File: src/rtl/lzrw1_job_sequencer_if.sv
`default_nettype none
// ============================================================================
// Module   : lzrw1_job_sequencer_if
// Purpose  : Job, byte-stream and core-side signal bundle of the LZRW1 job sequencer
// Revision : 1.0
// ============================================================================
interface lzrw1_job_sequencer_if #(
  parameter int STRINGSIZE = 4096
);
  localparam int LW = $clog2(STRINGSIZE) + 1;

  logic             start;
  logic [LW-1:0]    src_len;
  logic             busy;
  logic             job_done;
  logic             job_err;

  logic             in_valid;
  logic [7:0]       in_data;
  logic             in_ready;

  logic             core_clear;
  logic             core_valid;
  logic [15:0][7:0] core_bytes;
  logic             core_done;
  logic [31:0]      core_count;
  logic [LW-2:0]    core_rd_idx;
  logic [7:0]       core_rd_byte;
  logic             core_rd_ctl;

  logic [LW-1:0]    comp_len;
  logic             out_valid;
  logic             out_ready;
  logic [7:0]       out_data;
  logic             out_ctl;
  logic             out_last;

  // The sequencer is the slave of this bundle; the system/core side is the master.
  modport slave (
    input  start, src_len, in_valid, in_data, core_done, core_count,
           core_rd_byte, core_rd_ctl, out_ready,
    output busy, job_done, job_err, in_ready, core_clear, core_valid,
           core_bytes, core_rd_idx, comp_len, out_valid, out_data, out_ctl, out_last
  );

  modport master (
    output start, src_len, in_valid, in_data, core_done, core_count,
           core_rd_byte, core_rd_ctl, out_ready,
    input  busy, job_done, job_err, in_ready, core_clear, core_valid,
           core_bytes, core_rd_idx, comp_len, out_valid, out_data, out_ctl, out_last
  );
endinterface
`default_nettype wire

File: src/rtl/lzrw1_job_sequencer.sv
`default_nettype none
// ============================================================================
// Module   : lzrw1_job_sequencer
// Purpose  : Sequences one LZRW1 pass: load 16-byte beats, await core Done, drain result
// Revision : 1.0
// ============================================================================
module lzrw1_job_sequencer #(
  parameter int STRINGSIZE     = 4096,
  parameter int TIMEOUT_CYCLES = 65536
) (
  input  logic                 clock,
  input  logic                 reset,
  lzrw1_job_sequencer_if.slave bus
);
  localparam int LW = $clog2(STRINGSIZE) + 1;
  localparam int TW = (TIMEOUT_CYCLES > 1) ? $clog2(TIMEOUT_CYCLES) : 1;

  localparam logic [LW-1:0] c_MAX_LEN   = LW'(STRINGSIZE);
  localparam logic [LW-1:0] c_LEN_ONE   = LW'(1);
  localparam logic [LW-2:0] c_IDX_ONE   = (LW-1)'(1);
  localparam logic [TW-1:0] c_TIMER_END = TW'(TIMEOUT_CYCLES - 1);
  localparam logic [TW-1:0] c_TIMER_ONE = TW'(1);

  typedef enum logic [2:0] {
    S_IDLE  = 3'd0,
    S_CLEAR = 3'd1,
    S_LOAD  = 3'd2,
    S_ISSUE = 3'd3,
    S_RUN   = 3'd4,
    S_DRAIN = 3'd5,
    S_FIN   = 3'd6
  } state_t;

  state_t           r_state;
  logic [LW-1:0]    r_src_len;
  logic [LW-1:0]    r_byte_cnt;
  logic [4:0]       r_lane_cnt;
  logic [15:0][7:0] r_beat;
  logic [TW-1:0]    r_timer;
  logic [LW-2:0]    r_rd_idx;
  logic [LW-1:0]    r_comp_len;
  logic             r_busy;
  logic             r_job_done;
  logic             r_job_err;
  logic             r_in_ready;
  logic             r_core_clear;
  logic             r_core_valid;
  logic             r_out_valid;

  logic             w_in_hs;
  logic             w_out_hs;
  logic             w_last;
  logic [LW-1:0]    w_byte_cnt_nxt;
  logic [LW-1:0]    w_clamped_len;

  assign w_in_hs        = r_in_ready & bus.in_valid;
  assign w_out_hs       = r_out_valid & bus.out_ready;
  assign w_last         = ({1'b0, r_rd_idx} == (r_comp_len - c_LEN_ONE));
  assign w_byte_cnt_nxt = r_byte_cnt + c_LEN_ONE;
  // The core may report more entries than its arrays hold; never drain past them.
  assign w_clamped_len  = (bus.core_count > 32'(STRINGSIZE)) ? c_MAX_LEN
                                                             : bus.core_count[LW-1:0];

  always_ff @(posedge clock or posedge reset) begin
    if (reset) begin
      r_state      <= S_IDLE;
      r_src_len    <= '0;
      r_byte_cnt   <= '0;
      r_lane_cnt   <= '0;
      r_beat       <= '0;
      r_timer      <= '0;
      r_rd_idx     <= '0;
      r_comp_len   <= '0;
      r_busy       <= 1'b0;
      r_job_done   <= 1'b0;
      r_job_err    <= 1'b0;
      r_in_ready   <= 1'b0;
      r_core_clear <= 1'b0;
      r_core_valid <= 1'b0;
      r_out_valid  <= 1'b0;
    end else begin
      r_core_clear <= 1'b0;
      r_core_valid <= 1'b0;
      r_job_done   <= 1'b0;

      case (r_state)
        S_IDLE: begin
          if (bus.start) begin
            r_busy <= 1'b1;
            if (bus.src_len == '0) begin
              r_job_err  <= 1'b0;
              r_job_done <= 1'b1;
              r_state    <= S_FIN;
            end else if (bus.src_len > c_MAX_LEN) begin
              r_job_err  <= 1'b1;
              r_job_done <= 1'b1;
              r_state    <= S_FIN;
            end else begin
              r_src_len    <= bus.src_len;
              r_job_err    <= 1'b0;
              r_core_clear <= 1'b1;
              r_state      <= S_CLEAR;
            end
          end
        end

        S_CLEAR: begin
          r_byte_cnt <= '0;
          r_lane_cnt <= '0;
          r_beat     <= '0;
          r_in_ready <= 1'b1;
          r_state    <= S_LOAD;
        end

        S_LOAD: begin
          if (w_in_hs) begin
            r_beat[r_lane_cnt[3:0]] <= bus.in_data;
            r_lane_cnt              <= r_lane_cnt + 5'd1;
            r_byte_cnt              <= w_byte_cnt_nxt;
            // Leave on the filling handshake itself so a full beat costs 16+1 cycles.
            if ((r_lane_cnt == 5'd15) || (w_byte_cnt_nxt == r_src_len)) begin
              r_in_ready   <= 1'b0;
              r_core_valid <= 1'b1;
              r_state      <= S_ISSUE;
            end
          end
        end

        S_ISSUE: begin
          if (r_byte_cnt == r_src_len) begin
            r_timer <= '0;
            r_state <= S_RUN;
          end else begin
            r_lane_cnt <= '0;
            r_beat     <= '0;
            r_in_ready <= 1'b1;
            r_state    <= S_LOAD;
          end
        end

        S_RUN: begin
          r_timer <= r_timer + c_TIMER_ONE;
          if (bus.core_done) begin
            r_comp_len <= w_clamped_len;
            r_rd_idx   <= '0;
            if (w_clamped_len == '0) begin
              r_job_done <= 1'b1;
              r_state    <= S_FIN;
            end else begin
              r_out_valid <= 1'b1;
              r_state     <= S_DRAIN;
            end
          end else if (r_timer == c_TIMER_END) begin
            r_job_err  <= 1'b1;
            r_job_done <= 1'b1;
            r_state    <= S_FIN;
          end
        end

        S_DRAIN: begin
          if (w_out_hs) begin
            if (w_last) begin
              r_out_valid <= 1'b0;
              r_rd_idx    <= '0;
              r_job_done  <= 1'b1;
              r_state     <= S_FIN;
            end else begin
              r_rd_idx <= r_rd_idx + c_IDX_ONE;
            end
          end
        end

        S_FIN: begin
          r_busy  <= 1'b0;
          r_state <= S_IDLE;
        end

        default: r_state <= S_IDLE;
      endcase
    end
  end

  assign bus.busy        = r_busy;
  assign bus.job_done    = r_job_done;
  assign bus.job_err     = r_job_err;
  assign bus.in_ready    = r_in_ready;
  assign bus.core_clear  = r_core_clear;
  assign bus.core_valid  = r_core_valid;
  assign bus.core_bytes  = r_beat;
  assign bus.comp_len    = r_comp_len;
  assign bus.out_valid   = r_out_valid;
  assign bus.core_rd_idx = r_out_valid ? r_rd_idx : '0;
  assign bus.out_data    = r_out_valid ? bus.core_rd_byte : 8'h00;
  assign bus.out_ctl     = r_out_valid & bus.core_rd_ctl;
  assign bus.out_last    = r_out_valid & w_last;
endmodule
`default_nettype wire

File: src/flat_wrapper.sv
// flat-port wrapper written by rule: the top's interface ports become plain ports
module lzrw1_job_sequencer_flat 
#(
  parameter int STRINGSIZE     = 4096,
  parameter int TIMEOUT_CYCLES = 65536
)
  (clock, reset, bus_start, bus_src_len, bus_in_valid, bus_in_data, bus_core_done, bus_core_count, bus_core_rd_byte, bus_core_rd_ctl, bus_out_ready, bus_busy, bus_job_done, bus_job_err, bus_in_ready, bus_core_clear, bus_core_valid, bus_core_bytes, bus_core_rd_idx, bus_comp_len, bus_out_valid, bus_out_data, bus_out_ctl, bus_out_last);
  lzrw1_job_sequencer_if #(.STRINGSIZE(STRINGSIZE)) bus_i ();
  input  logic clock;
  input  logic reset;
  input wire logic [$bits(bus_i.start)-1:0] bus_start;
  input wire logic [$bits(bus_i.src_len)-1:0] bus_src_len;
  input wire logic [$bits(bus_i.in_valid)-1:0] bus_in_valid;
  input wire logic [$bits(bus_i.in_data)-1:0] bus_in_data;
  input wire logic [$bits(bus_i.core_done)-1:0] bus_core_done;
  input wire logic [$bits(bus_i.core_count)-1:0] bus_core_count;
  input wire logic [$bits(bus_i.core_rd_byte)-1:0] bus_core_rd_byte;
  input wire logic [$bits(bus_i.core_rd_ctl)-1:0] bus_core_rd_ctl;
  input wire logic [$bits(bus_i.out_ready)-1:0] bus_out_ready;
  output wire logic [$bits(bus_i.busy)-1:0] bus_busy;
  output wire logic [$bits(bus_i.job_done)-1:0] bus_job_done;
  output wire logic [$bits(bus_i.job_err)-1:0] bus_job_err;
  output wire logic [$bits(bus_i.in_ready)-1:0] bus_in_ready;
  output wire logic [$bits(bus_i.core_clear)-1:0] bus_core_clear;
  output wire logic [$bits(bus_i.core_valid)-1:0] bus_core_valid;
  output wire logic [$bits(bus_i.core_bytes)-1:0] bus_core_bytes;
  output wire logic [$bits(bus_i.core_rd_idx)-1:0] bus_core_rd_idx;
  output wire logic [$bits(bus_i.comp_len)-1:0] bus_comp_len;
  output wire logic [$bits(bus_i.out_valid)-1:0] bus_out_valid;
  output wire logic [$bits(bus_i.out_data)-1:0] bus_out_data;
  output wire logic [$bits(bus_i.out_ctl)-1:0] bus_out_ctl;
  output wire logic [$bits(bus_i.out_last)-1:0] bus_out_last;
  assign bus_i.start = bus_start;
  assign bus_i.src_len = bus_src_len;
  assign bus_i.in_valid = bus_in_valid;
  assign bus_i.in_data = bus_in_data;
  assign bus_i.core_done = bus_core_done;
  assign bus_i.core_count = bus_core_count;
  assign bus_i.core_rd_byte = bus_core_rd_byte;
  assign bus_i.core_rd_ctl = bus_core_rd_ctl;
  assign bus_i.out_ready = bus_out_ready;
  assign bus_busy = bus_i.busy;
  assign bus_job_done = bus_i.job_done;
  assign bus_job_err = bus_i.job_err;
  assign bus_in_ready = bus_i.in_ready;
  assign bus_core_clear = bus_i.core_clear;
  assign bus_core_valid = bus_i.core_valid;
  assign bus_core_bytes = bus_i.core_bytes;
  assign bus_core_rd_idx = bus_i.core_rd_idx;
  assign bus_comp_len = bus_i.comp_len;
  assign bus_out_valid = bus_i.out_valid;
  assign bus_out_data = bus_i.out_data;
  assign bus_out_ctl = bus_i.out_ctl;
  assign bus_out_last = bus_i.out_last;
  lzrw1_job_sequencer #(.STRINGSIZE(STRINGSIZE), .TIMEOUT_CYCLES(TIMEOUT_CYCLES)) u_core (.clock(clock), .reset(reset), .bus(bus_i));
endmodule
File: config.mk
export PLATFORM = sky130hd
export DESIGN_NAME = lzrw1_job_sequencer_flat
export DESIGN_NICKNAME = d
export VERILOG_FILES = /design/src/rtl/lzrw1_job_sequencer_if.sv /design/src/rtl/lzrw1_job_sequencer.sv /design/src/flat_wrapper.sv
export SDC_FILE = /design/constraint.sdc
export NUM_CORES = 1
export LEC_CHECK = 0
export CAP_MARGIN = 20
export CELL_PAD_IN_SITES_DETAIL_PLACEMENT = 0
export CELL_PAD_IN_SITES_GLOBAL_PLACEMENT = 2
export CORE_ASPECT_RATIO = 1.2
export CORE_MARGIN = 10
export CORE_UTILIZATION = 31
export CTS_CLUSTER_SIZE = 20
export DETAILED_ROUTE_END_ITERATION = 10
export PLACE_DENSITY = 0.81
export SYNTH_ARGS = -nofsm -noshare
export SYNTH_HDL_FRONTEND = slang
export SYNTH_SLANG_ARGS = --single-unit
File: constraint.sdc
create_clock -name clock -period 10.6 [get_ports clock]
set_input_delay 2.65 -clock clock [delete_from_list [all_inputs] [get_ports clock]]
set_output_delay 2.65 -clock clock [all_outputs]
set_load 0.01 [all_outputs]
=== Word level (Yosys, flattened, before mapping) ===
Index checks and enable logic that the tools add are counted.

* Flip-flop bits (word level): 210
* Input port bits: 68
* Output and inout port bits: 170
* Word-level logic and storage cells: 154

* Add/sub/neg operators: 5
* $lt $le $gt $ge: 4
* Eq/ne operators: 23
* Mux-type cells: 64
* Bitwise logic cells: 6
* Reduce and logical (&&, ||, !) cells: 22

{| class="wikitable"
|+ Operators by type and width
! operator !! count
|-
| 128-bit one-hot mux with 3 select lines || 1
|-
| 128-bit two-way mux || 2
|-
| 128-bit bitwise mux || 1
|-
| 12-bit two-way mux || 4
|-
| 8-bit demux with 4-bit select || 1
|-
| 32-bit by 13-bit greater-than comparator with 1-bit output (second input constant) || 1
|-
| 16-bit one-hot mux with 2 select lines || 1
|-
| 3-bit two-way mux || 10
|-
| 1-bit two-way mux || 27
|-
| 13-bit equality test || 2
|-
| 13-bit logical NOT || 2
|-
| 13-bit two-way mux || 2
|-
| 13-bit one-hot mux with 2 select lines || 1
|-
| 12-bit one-hot mux with 2 select lines || 1
|-
| 3-bit one-hot mux with 6 select lines || 1
|-
| 16-bit by 1-bit adder with 16-bit output (second input constant) || 1
|-
| 16-bit equality test (second input constant) || 1
|-
| 16-bit two-way mux || 1
|-
| 8-bit two-way mux || 2
|-
| 5-bit one-hot mux with 3 select lines || 1
|-
| 13-bit by 1-bit adder with 13-bit output (second input constant) || 1
|-
| 12-bit by 13-bit equality test with 1-bit output || 1
|-
| 13-bit greater-than comparator (second input constant) || 1
|-
| 13-bit by 1-bit subtractor with 13-bit output (second input constant) || 1
|-
| other kinds (27) || 57
|}

=== Logic depth before layout (Yosys ltp) ===
Gate-level depths: netlist (run 1).

* Word-level depth: 7
* Depth in mapped cells: 11
* Gate-level depth less buffers: 9

=== Worst setup path before layout (run 1) ===
OpenSTA, ideal clock, no wires.

* Path kind: input to output
* Start: input port bus_core_rd_ctl
* End: output port bus_out_ctl
* Arrival: 2.815 ns
* Data required time: 7.950 ns
* Slack: 5.135 ns
* Stages on the path: 1
* Path buffers: 0
* Path through: and2_1

* Cells in the longest elaborated chain, start to end: 1

{| class="wikitable"
|+ Ends and longest elaborated chain
! item !! line !! text
|-
| start, declared || flat_wrapper.sv:18 || <nowiki>input wire logic [$bits(bus_i.core_rd_ctl)-1:0] bus_core_rd_ctl;</nowiki>
|-
| 1-bit bitwise AND || lzrw1_job_sequencer.sv:194 || <nowiki>assign bus.out_ctl = r_out_valid & bus.core_rd_ctl;</nowiki>
|-
| end, declared || flat_wrapper.sv:31 || <nowiki>output wire logic [$bits(bus_i.out_ctl)-1:0] bus_out_ctl;</nowiki>
|}

No other way between the ends.

=== Worst setup path after layout (run 1) ===
Same ends and word-level chain as after synthesis.

==> results of run 1 <==
[path summary, 6_finish.rpt]
| kind | start | end | slack, ns |
|---|---|---|---|
| setup / recovery | bus_core_rd_ctl | bus_out_ctl | 4.18 |
| hold / removal | u_core.r_lane_cnt[4] | u_core.r_lane_cnt[4] | 0.48 |
| setup reg to reg | u_core.r_byte_cnt[7] | u_core.bus.core_bytes[88] | 7.37 |
| hold reg to reg | u_core.r_lane_cnt[4] | u_core.r_lane_cnt[4] | 0.48 |
| max in group asynchronous | reset | u_core.r_src_len[10] | 6.96 |
| min in group asynchronous | reset | u_core.bus.core_bytes[0] | 2.46 |
[worst reg2reg max path: cells and delay by family, from the launching register on]
family,cells,cell delay (ns)
simple gates,4,1.50
buf+inv,1,0.85
flops,1,0.46
xor+xnor,1,0.20
compound gates,1,0.12
[routing by layer]
layer | vias up | global-route usage [%]
met5 | - | 0
met4 | 0 | 4.38
met3 | 38 | 3.23
met2 | 185 | 26.8
met1 | 4131 | 19.6
li1 | 4102 | -
[metrics by stage]
stage / instances / hold slack (ns) / total power [mW] / worst slack, ns / utilization [%]
after detailed placement: 1584 / 0.463 / 0.863 / 4.18 / 39.9
after CTS: 1629 / 0.475 / 1.74 / 4.17 / 42.5
after global placement: 1584 / 0.456 / 0.863 / 4.20 / 39.9
after floorplan: 1008 / 0.441 / 0.830 / 2.21 / -
final: 1632 / 0.475 / 1.71 / 4.18 / 42.6
after global routing: 1632 / 0.509 / 1.78 / 4.14 / 42.6
[cells in the mapped netlist (6+ instances only)]
cell	instances	area, um2
nand2_1	57	214
nor4_1	17	106
a22o_1	14	123
inv_1	12	45.0
nand4_1	14	87.6
ha_1	9	113
xnor2_1	20	175
and3_1	12	75.1
mux2_2	13	146
a31oi_1	8	50.1
nand2b_1	6	37.5
nor2_1	36	135
o21ai_0	166	831
xor2_1	20	175
a21oi_1	17	85.1
dfrtp_1	210	5260
nor3_1	9	45.0
and2_1	27	169
nand3_1	169	846
o31ai_1	8	60.1
nand4b_1	16	140
clkbuf_1	61	229
[flip-flops by register name (all words and copies together) (netlist names)]
| signal | flops |
|---|---|
| u_core.bus.busy | 1 |
| u_core.bus.comp_len | 13 |
| u_core.bus.core_bytes | 128 |
| u_core.bus.core_clear | 1 |
| u_core.bus.core_valid | 1 |
| u_core.bus.in_ready | 1 |
| u_core.bus.job_done | 1 |
| u_core.bus.job_err | 1 |
| u_core.bus.out_valid | 1 |
| u_core.r_byte_cnt | 13 |
| u_core.r_lane_cnt | 5 |
| u_core.r_rd_idx | 12 |
| u_core.r_src_len | 13 |
| u_core.r_state | 3 |
| u_core.r_timer | 16 |
[cell families after synthesis]
logic type / count (synthesis)
compound gates: 256
xor+xnor: 40
fa+ha+maj: 9
buf+inv: 79
flops: 210
mux: 16
simple gates: 398
[power groups by stage]
stage | clock [mW] | combinational [mW] | sequential (mW)
final | 0.866 | 0.0466 | 0.802
after floorplan | 0 | 0.0135 | 0.817
after CTS | 0.891 | 0.0470 | 0.802
after global placement | 0 | 0.0467 | 0.816
after global routing | 0.930 | 0.0522 | 0.801
after detailed placement | 0 | 0.0467 | 0.816
[cell type report]
type                       instances  share of cell area, %
timing repair buffer             244                   18.2
inverter                          12                  0.392
tap                              401                   3.74
multi-input combinational        719                   32.2
clock inverter                     6                  0.710
clock buffer                      39                   5.43
sequential                       210                   39.2
antenna                            1                 0.0187
==> impl_metrics.ini, run 1 <==
[critical_path]
cp_max_fo = 1
cp-end-kind = output pin
cpLargestDelayFamily = buffers and inverters
ff2ff_path_depth = 7
cp_num_cells = 3
crit_required_ns = 7.95
critPathLaunchType = primary input
path_cells = clkdlybuf4s50_1 -> and2_1 -> clkdlybuf4s50_1
critical_path_class = in2out
cp_data_arrival_time_ns = 3.77
path_buf_inv = 2
crit_path_frequent_cell = clkdlybuf4s50_1
crit_slowest_cell = clkdlybuf4s50_1
cp_slowest_stage_delay_ns = 0.55

[pwr]
p_switching_uw = 367
p_comb_share_pct = 2.7
pwr-share-seq_pct = 46.8
clockPowerShare_pct = 50.5
power_density_nw_per_um2 = 128
switching_share_pct = 21.4
vdd_drop_max_uv = 86.9
p_int_mw = 1.35
power.static_leakage_nw = 5.47

[timing]
tightest_slew_ns = 1.01
setup_violations = 0
timing.fmax_ghz = 0.156
period_needed_ns = 6.42
grt_setup_unrepaired = false
tns_ns = 0
finClkSkew_ns = 0.0166
period_share_pct = 60.5
max_slew_margin_pct = 31.8
hold_viol = 0
slew_viol_final = 0

[global_route]
antenna_found_initial = 1
grt_pass1_wl_um = 50300
grtUsageTotal_pct = 15.7
grt_pass1_vias = 8411
grt_start_max_net_pins = 143
globalRouteOverflowTotal = 0

[route]
drc = 0
dr_wl_met2_um = 16000
ant_nets = 0
drtIter0Drc = 494
routed_via_density = 5.18
drtPass1Iterations = 4
wl_met1_um = 13800
wl_met3_um = 1680
top_layer = met4
vias = 8456
drt-total-wl_um = 32100
wire_per_inst_um = 19.7

[run_status]
status = complete, no violations

[synth]
synth_compound_area_share_pct = 15.5
synth_nets = 1085
yosysSeqAreaShare_pct = 53.1
yosys_warnings = 0
async_reset_ff_share_pct = 100
synthXorXnorAreaFrac_pct = 3.54
synth_enable_flop_cells = 0
synth.avg_cell_area_um2 = 9.82
synth_area_um2 = 9900
synth_top_family_by_area = simple AND/OR/NAND/NOR gates
yosys.area_share.simple_pct = 21.7
synthDistinctLibCells = 64
synthAdderAreaFrac_pct = 1.14
synth_cells = 1008
synth-main-ff-cell = dfrtp_1
synth-seq-cells = 210
synthMuxAreaShare_pct = 1.78

[clocking]
cts_buffer_depth = 3
path_clk_slew_ns = 0.06
cts-resized-gates = 0
cts_buffers = 25
cts_setup_buffers = 0
ctsHoldBuffers = 0
cts_tree = done
clk_latency_ns = 0.54
numClockSinks = 210
root_buffer = clkbuf_16
htree_num_levels = 1

[floorplanning]
dieArea_um2 = 39500
ioPinCount = 238
die-height_um = 216
initial_core_util_pct = 31.5
core-area_um2 = 31400
die_x_um = 183
rows = 71

[cells_and_area]
final_common_cell = clkdlybuf4s50_1
drive_above_1_share_pct = 6.10
regArea_um2 = 5260
layout_common_cells = clkdlybuf4s50_1, dfrtp_1, nand3_1
multiInputGateArea_um2 = 4320
finalInstanceArea_um2 = 13400
area_growth_pct = 35.4
finalNetCount = 1289
n_fill_cell = 3104

[placement]
placed_cell_area_um2 = 12500
port_buffers = 237
gp_congestion = 0.797
dp_hpwl_um = 22300

[worst_hold_path]
holdPathStages = 2
min_path_type = reg2reg

[run]
maxCapViolCount = 0
(Power assumes the default switching activity.)
==> run 2: changes to the inputs <==
--- a/config.mk
+++ b/config.mk
@@ -10,10 +10,10 @@
 export CELL_PAD_IN_SITES_GLOBAL_PLACEMENT = 2
 export CORE_ASPECT_RATIO = 1.2
 export CORE_MARGIN = 10
-export CORE_UTILIZATION = 31
+export CORE_UTILIZATION = 28
 export CTS_CLUSTER_SIZE = 20
 export DETAILED_ROUTE_END_ITERATION = 10
-export PLACE_DENSITY = 0.81
+export PLACE_DENSITY = 0.77
 export SYNTH_ARGS = -nofsm -noshare
 export SYNTH_HDL_FRONTEND = slang
 export SYNTH_SLANG_ARGS = --single-unit
==> constraint.sdc (replaced) <==
create_clock -name clock -period 5.25 [get_ports clock]
set_input_delay 1.3125 -clock clock [delete_from_list [all_inputs] [get_ports clock]]
set_output_delay 1.3125 -clock clock [all_outputs]
set_load 0.01 [all_outputs]
==> impl_metrics.ini, run 2 (synthesis gave the netlist of run 1 again) <==
[clocking]
htree_num_levels = 1
ctsHoldBuffers = 0
root_buffer = clkbuf_16
cts_buffers = 25
cts-resized-gates = 0
numClockSinks = 210
path_clk_slew_ns = 0.06
cts_setup_buffers = 0
clk_latency_ns = 0.56
cts_tree = done
cts_buffer_depth = 3

[route]
drtIter0Drc = 424
wire_per_inst_um = 19.8
vias = 8463
routed_via_density = 5.00
drtPass1Iterations = 5
drt-total-wl_um = 33500
ant_nets = 0
drc = 0

[critical_path]
path_buf_inv = 2
crit_slowest_cell = or4b_4
cp_data_arrival_time_ns = 3.46
path_cells = inv_1 -> ha_1 -> or4b_4 -> nor3_2 -> xnor2_1 -> a2111oi_4 -> and4_1 -> clkdlybuf4s50_1
rrSetupSlack_ns = 1.92
critical_path_class = reg2out
cp_max_fo = 9
critPathLaunchType = flip-flop
cpLargestDelayFamily = simple AND/OR/NAND/NOR gates
crit_required_ns = 3.94
cp-end-kind = output pin
cp_slowest_stage_delay_ns = 0.55

[global_route]
grtUsageTotal_pct = 14.9
globalRouteOverflowTotal = 0
grt_pass1_vias = 8414
grt_start_max_net_pins = 93
grt_pass1_wl_um = 51200
antenna_found_initial = 0

[floorplanning]
rows = 75
core-area_um2 = 34900
die-height_um = 226
dieArea_um2 = 43300
ioPinCount = 238
initial_core_util_pct = 28.4
die_x_um = 192

[cells_and_area]
largest_reg_flops = 128
final_common_cell = clkdlybuf4s50_1
postLayoutCoreUtil_pct = 38.6
drive_above_1_share_pct = 6.18
multiInputGateArea_um2 = 4320
final_cell_count_no_fill = 1693
regArea_um2 = 5260
layout_common_cells = clkdlybuf4s50_1, dfrtp_1, nand3_1
area_growth_pct = 36.1
n_fill_cell = 3505
finalNetCount = 1291

[timing]
setup_violations = 0
period_needed_ns = 4.77
grt_setup_unrepaired = false
max_slew_margin_pct = 30.3
timing.fmax_ghz = 0.210
hold_viol = 0
tns_ns = 0
tightest_slew_ns = 1.04
period_share_pct = 90.9
finClkSkew_ns = 0.0250
slew_viol_final = 0

[worst_hold_path]
min_path_type = reg2reg

[placement]
dp.cells = 1649
gp_congestion = 0.820
port_buffers = 237
dp_hpwl_um = 23300

[pwr]
power.static_leakage_nw = 5.46
vdd_drop_max_uv = 181
power_density_nw_per_um2 = 256

[run]
maxCapViolCount = 0

[run_status]
status = complete, no violations
==> run 2: changes by cell type in the layout (fill, tap and decap cells not counted), sizes merged <==
cell	delta
buf	+2
clkbuf	-3
clkinvlp	+2
inv	-1
==> run 2: per-stage QoR <==
stage          setup slack, ns  hold WS [ns]  total power [mW]  instance area (um2)
5_1_grt                  0.258         0.507              3.58                13500
4_1_cts                  0.438         0.478              3.51                13500
3_3_place_gp              1.10         0.457              1.75                12700
3_5_place_dp              1.02         0.464              1.75                12700
2_1_floorplan             1.21         0.441              1.68                 9900
6_report                 0.479         0.477              3.45                13500
==> run 2: worst paths after layout <==
kind                                         from                         to  depth (start not counted)
hold / removal                 u_core.r_timer[15]         u_core.r_timer[15]                          1
max in group asynchronous                   reset  u_core.bus.core_bytes[74]                          3
min in group asynchronous                   reset        u_core.r_rd_idx[10]                          2
hold reg to reg                u_core.r_timer[15]         u_core.r_timer[15]                          1
setup / recovery           u_core.bus.comp_len[0]               bus_out_last                          8
setup reg to reg                u_core.r_state[0]       u_core.r_byte_cnt[5]                          6
==> run 2: power breakdown <==
group	total (mW)	internal [mW]	leakage [nW]	switching (mW)
registers	1.62	1.62	2.90	0
clock network	1.73	1.02	0.389	0.714
logic	0.0958	0.0493	2.16	0.0465
==> run 2: worst reg2reg max path: cells and delay by family, from the launching register on <==
kind	cells	cell delay, ns
DFF	1	0.52
AOI/OAI and AO/OA	2	0.66
and+or+nand+nor	3	1.74
buffers and inverters	1	0.26
==> run 2: cell type report <==
cell class,instances,area share [%]
clock inverter,7,0.762
sequential,210,39.0
clock buffer,36,5.17
tap,462,4.29
multi-input combinational,719,32.1
inverter,12,0.362
timing repair buffer,246,18.3
antenna,1,0.0186
==> run 2: metal layers <==
layer	track usage, %	routed length, um
met1	18.3	14100
met2	26.0	17000
met3	2.72	1680
met4	4.14	647
met5	0	0
==> run 3: changes to the inputs <==
--- a/config.mk
+++ b/config.mk
@@ -14,6 +14,7 @@
 export CTS_CLUSTER_SIZE = 20
 export DETAILED_ROUTE_END_ITERATION = 10
 export PLACE_DENSITY = 0.77
+export SETUP_SLACK_MARGIN = 0.3
 export SYNTH_ARGS = -nofsm -noshare
 export SYNTH_HDL_FRONTEND = slang
 export SYNTH_SLANG_ARGS = --single-unit
==> impl_metrics.ini, run 3 (synthesis gave the netlist of run 1 again) <==
[run_status]
status = complete, no violations

[cells_and_area]
n_fill_cell = 3504
largest_reg_flops = 128
multiInputGateArea_um2 = 4320
finalNetCount = 1291
layout_common_cells = clkdlybuf4s50_1, dfrtp_1, nand3_1
regArea_um2 = 5260
drive_above_1_share_pct = 6.26
area_growth_pct = 36.1
finalInstanceArea_um2 = 13500
final_common_cell = clkdlybuf4s50_1

[timing]
timing.fmax_ghz = 0.213
grt_setup_unrepaired = false
holdWs_ns = 0.477
setup_violations = 0
slew_viol_final = 0
period_needed_ns = 4.68
tns_ns = 0
finClkSkew_ns = 0.0250
max_slew_margin_pct = 30.3
worst_slack_ns = 0.566
tightest_slew_ns = 1.04
period_share_pct = 89.2
hold_viol = 0

[placement]
dp_hpwl_um = 23300
placed_cell_area_um2 = 12700
port_buffers = 237
dp_slack_ns = 1.02
gp_congestion = 0.820

[route]
vias = 8463
drtPass1Iterations = 5
drtIter0Drc = 428
top_layer = met4
drc = 0
ant_nets = 0
wl_met3_um = 1690
dr_wl_met2_um = 17000
routed_via_density = 5.00
drt-total-wl_um = 33500
wl_met1_um = 14100
wire_per_inst_um = 19.8

[pwr]
p_comb_share_pct = 2.8
pwr-share-seq_pct = 46.9
p_int_mw = 2.69
power_density_nw_per_um2 = 256
clockPowerShare_pct = 50.3
switching_share_pct = 22.1
p_switching_uw = 761
vdd_drop_max_uv = 181
power.static_leakage_nw = 5.45

[clocking]
root_buffer = clkbuf_16
cts_buffer_depth = 3
cts_buffers = 25
path_clk_slew_ns = 0.06
clk_latency_ns = 0.56
cts_tree = done
numClockSinks = 210
htree_num_levels = 1

[critical_path]
path_buf_inv = 2
cp_max_fo = 9
critical_path_class = reg2out
cp-end-kind = output pin
crit_slowest_cell = clkdlybuf4s50_1
cp_slowest_stage_delay_ns = 0.54
ff2ff_path_depth = 6
reg2reg_from = u_core.r_state[0]
reg2reg_to = u_core.r_byte_cnt[5]
cpLargestDelayFamily = simple AND/OR/NAND/NOR gates
cp_num_cells = 8
path_cells = inv_1 -> ha_2 -> or4b_4 -> nor3_2 -> xnor2_1 -> a2111oi_4 -> and4_1 -> clkdlybuf4s50_1
crit_required_ns = 3.94
critPathLaunchType = flip-flop
cp_data_arrival_time_ns = 3.37
rrSetupSlack_ns = 1.92

[run]
maxCapViolCount = 0

[floorplanning]
die-height_um = 226
initial_core_util_pct = 28.4
core-area_um2 = 34900
rows = 75
die_x_um = 192
ioPinCount = 238
dieArea_um2 = 43300

[global_route]
grt_pass1_vias = 8414
globalRouteOverflowTotal = 0
grt_start_max_net_pins = 93
grt_pass1_wl_um = 51200
grtUsageTotal_pct = 14.9
antenna_found_initial = 0

[worst_hold_path]
holdPathStages = 1
min_path_type = reg2reg
worstHoldStart = u_core.r_timer[15]
holdPathEnd = u_core.r_timer[15]
==> run 3: worst max-delay path by stage <==
stage	start	to	slack, ns
3_5_place_dp	u_core.bus.comp_len[0]	bus_out_last	1.02
3_3_place_gp	u_core.bus.comp_len[0]	bus_out_last	1.10
6_report	u_core.bus.comp_len[0]	bus_out_last	0.57
5_1_grt	u_core.bus.comp_len[0]	bus_out_last	0.36
4_1_cts	u_core.bus.comp_len[0]	bus_out_last	0.44
2_1_floorplan	reset	u_core.bus.busy	1.21
==> run 3: per-layer routing <==
| metal | global-route usage (%) | vias up |
|---|---|---|
| met5 | 0 | - |
| met4 | 4.14 | 0 |
| met3 | 2.72 | 37 |
| met2 | 26.0 | 178 |
| met1 | 18.3 | 4152 |
| li1 | - | 4096 |
==> run 3: timing repair <==
action	in CTS	in global routing
hold buffers	0	0
gates resized for setup	0	1
endpoints found under the setup margin	0	1
buffers inserted	0	0
==> run 3: power groups by stage <==
stage	combinational, mW	sequential [mW]	clock [mW]
after floorplan	0.0275	1.65	0
after global routing	0.107	1.62	1.86
final	0.0958	1.62	1.73
after global placement	0.0990	1.65	0
after CTS	0.0995	1.62	1.79
after detailed placement	0.0991	1.65	0
==> run 3: cell type report <==
type	instances	share of cell area [%]
repair buffers	246	18.3
clock buffers	36	5.17
inverters	12	0.362
clock inverters	7	0.762
well taps	462	4.29
multi-input cells	719	32.1
diodes	1	0.0186
flip-flops and latches	210	39.0
==> run 3: metrics by stage <==
step | util [%] | power [mW] | std cells
final | 38.6 | 3.45 | 1693
after global routing | 38.6 | 3.58 | 1692
after CTS | 38.6 | 3.51 | 1692
after detailed placement | 36.3 | 1.75 | 1649
after global placement | 36.3 | 1.75 | 1649
after floorplan | - | 1.68 | 1008
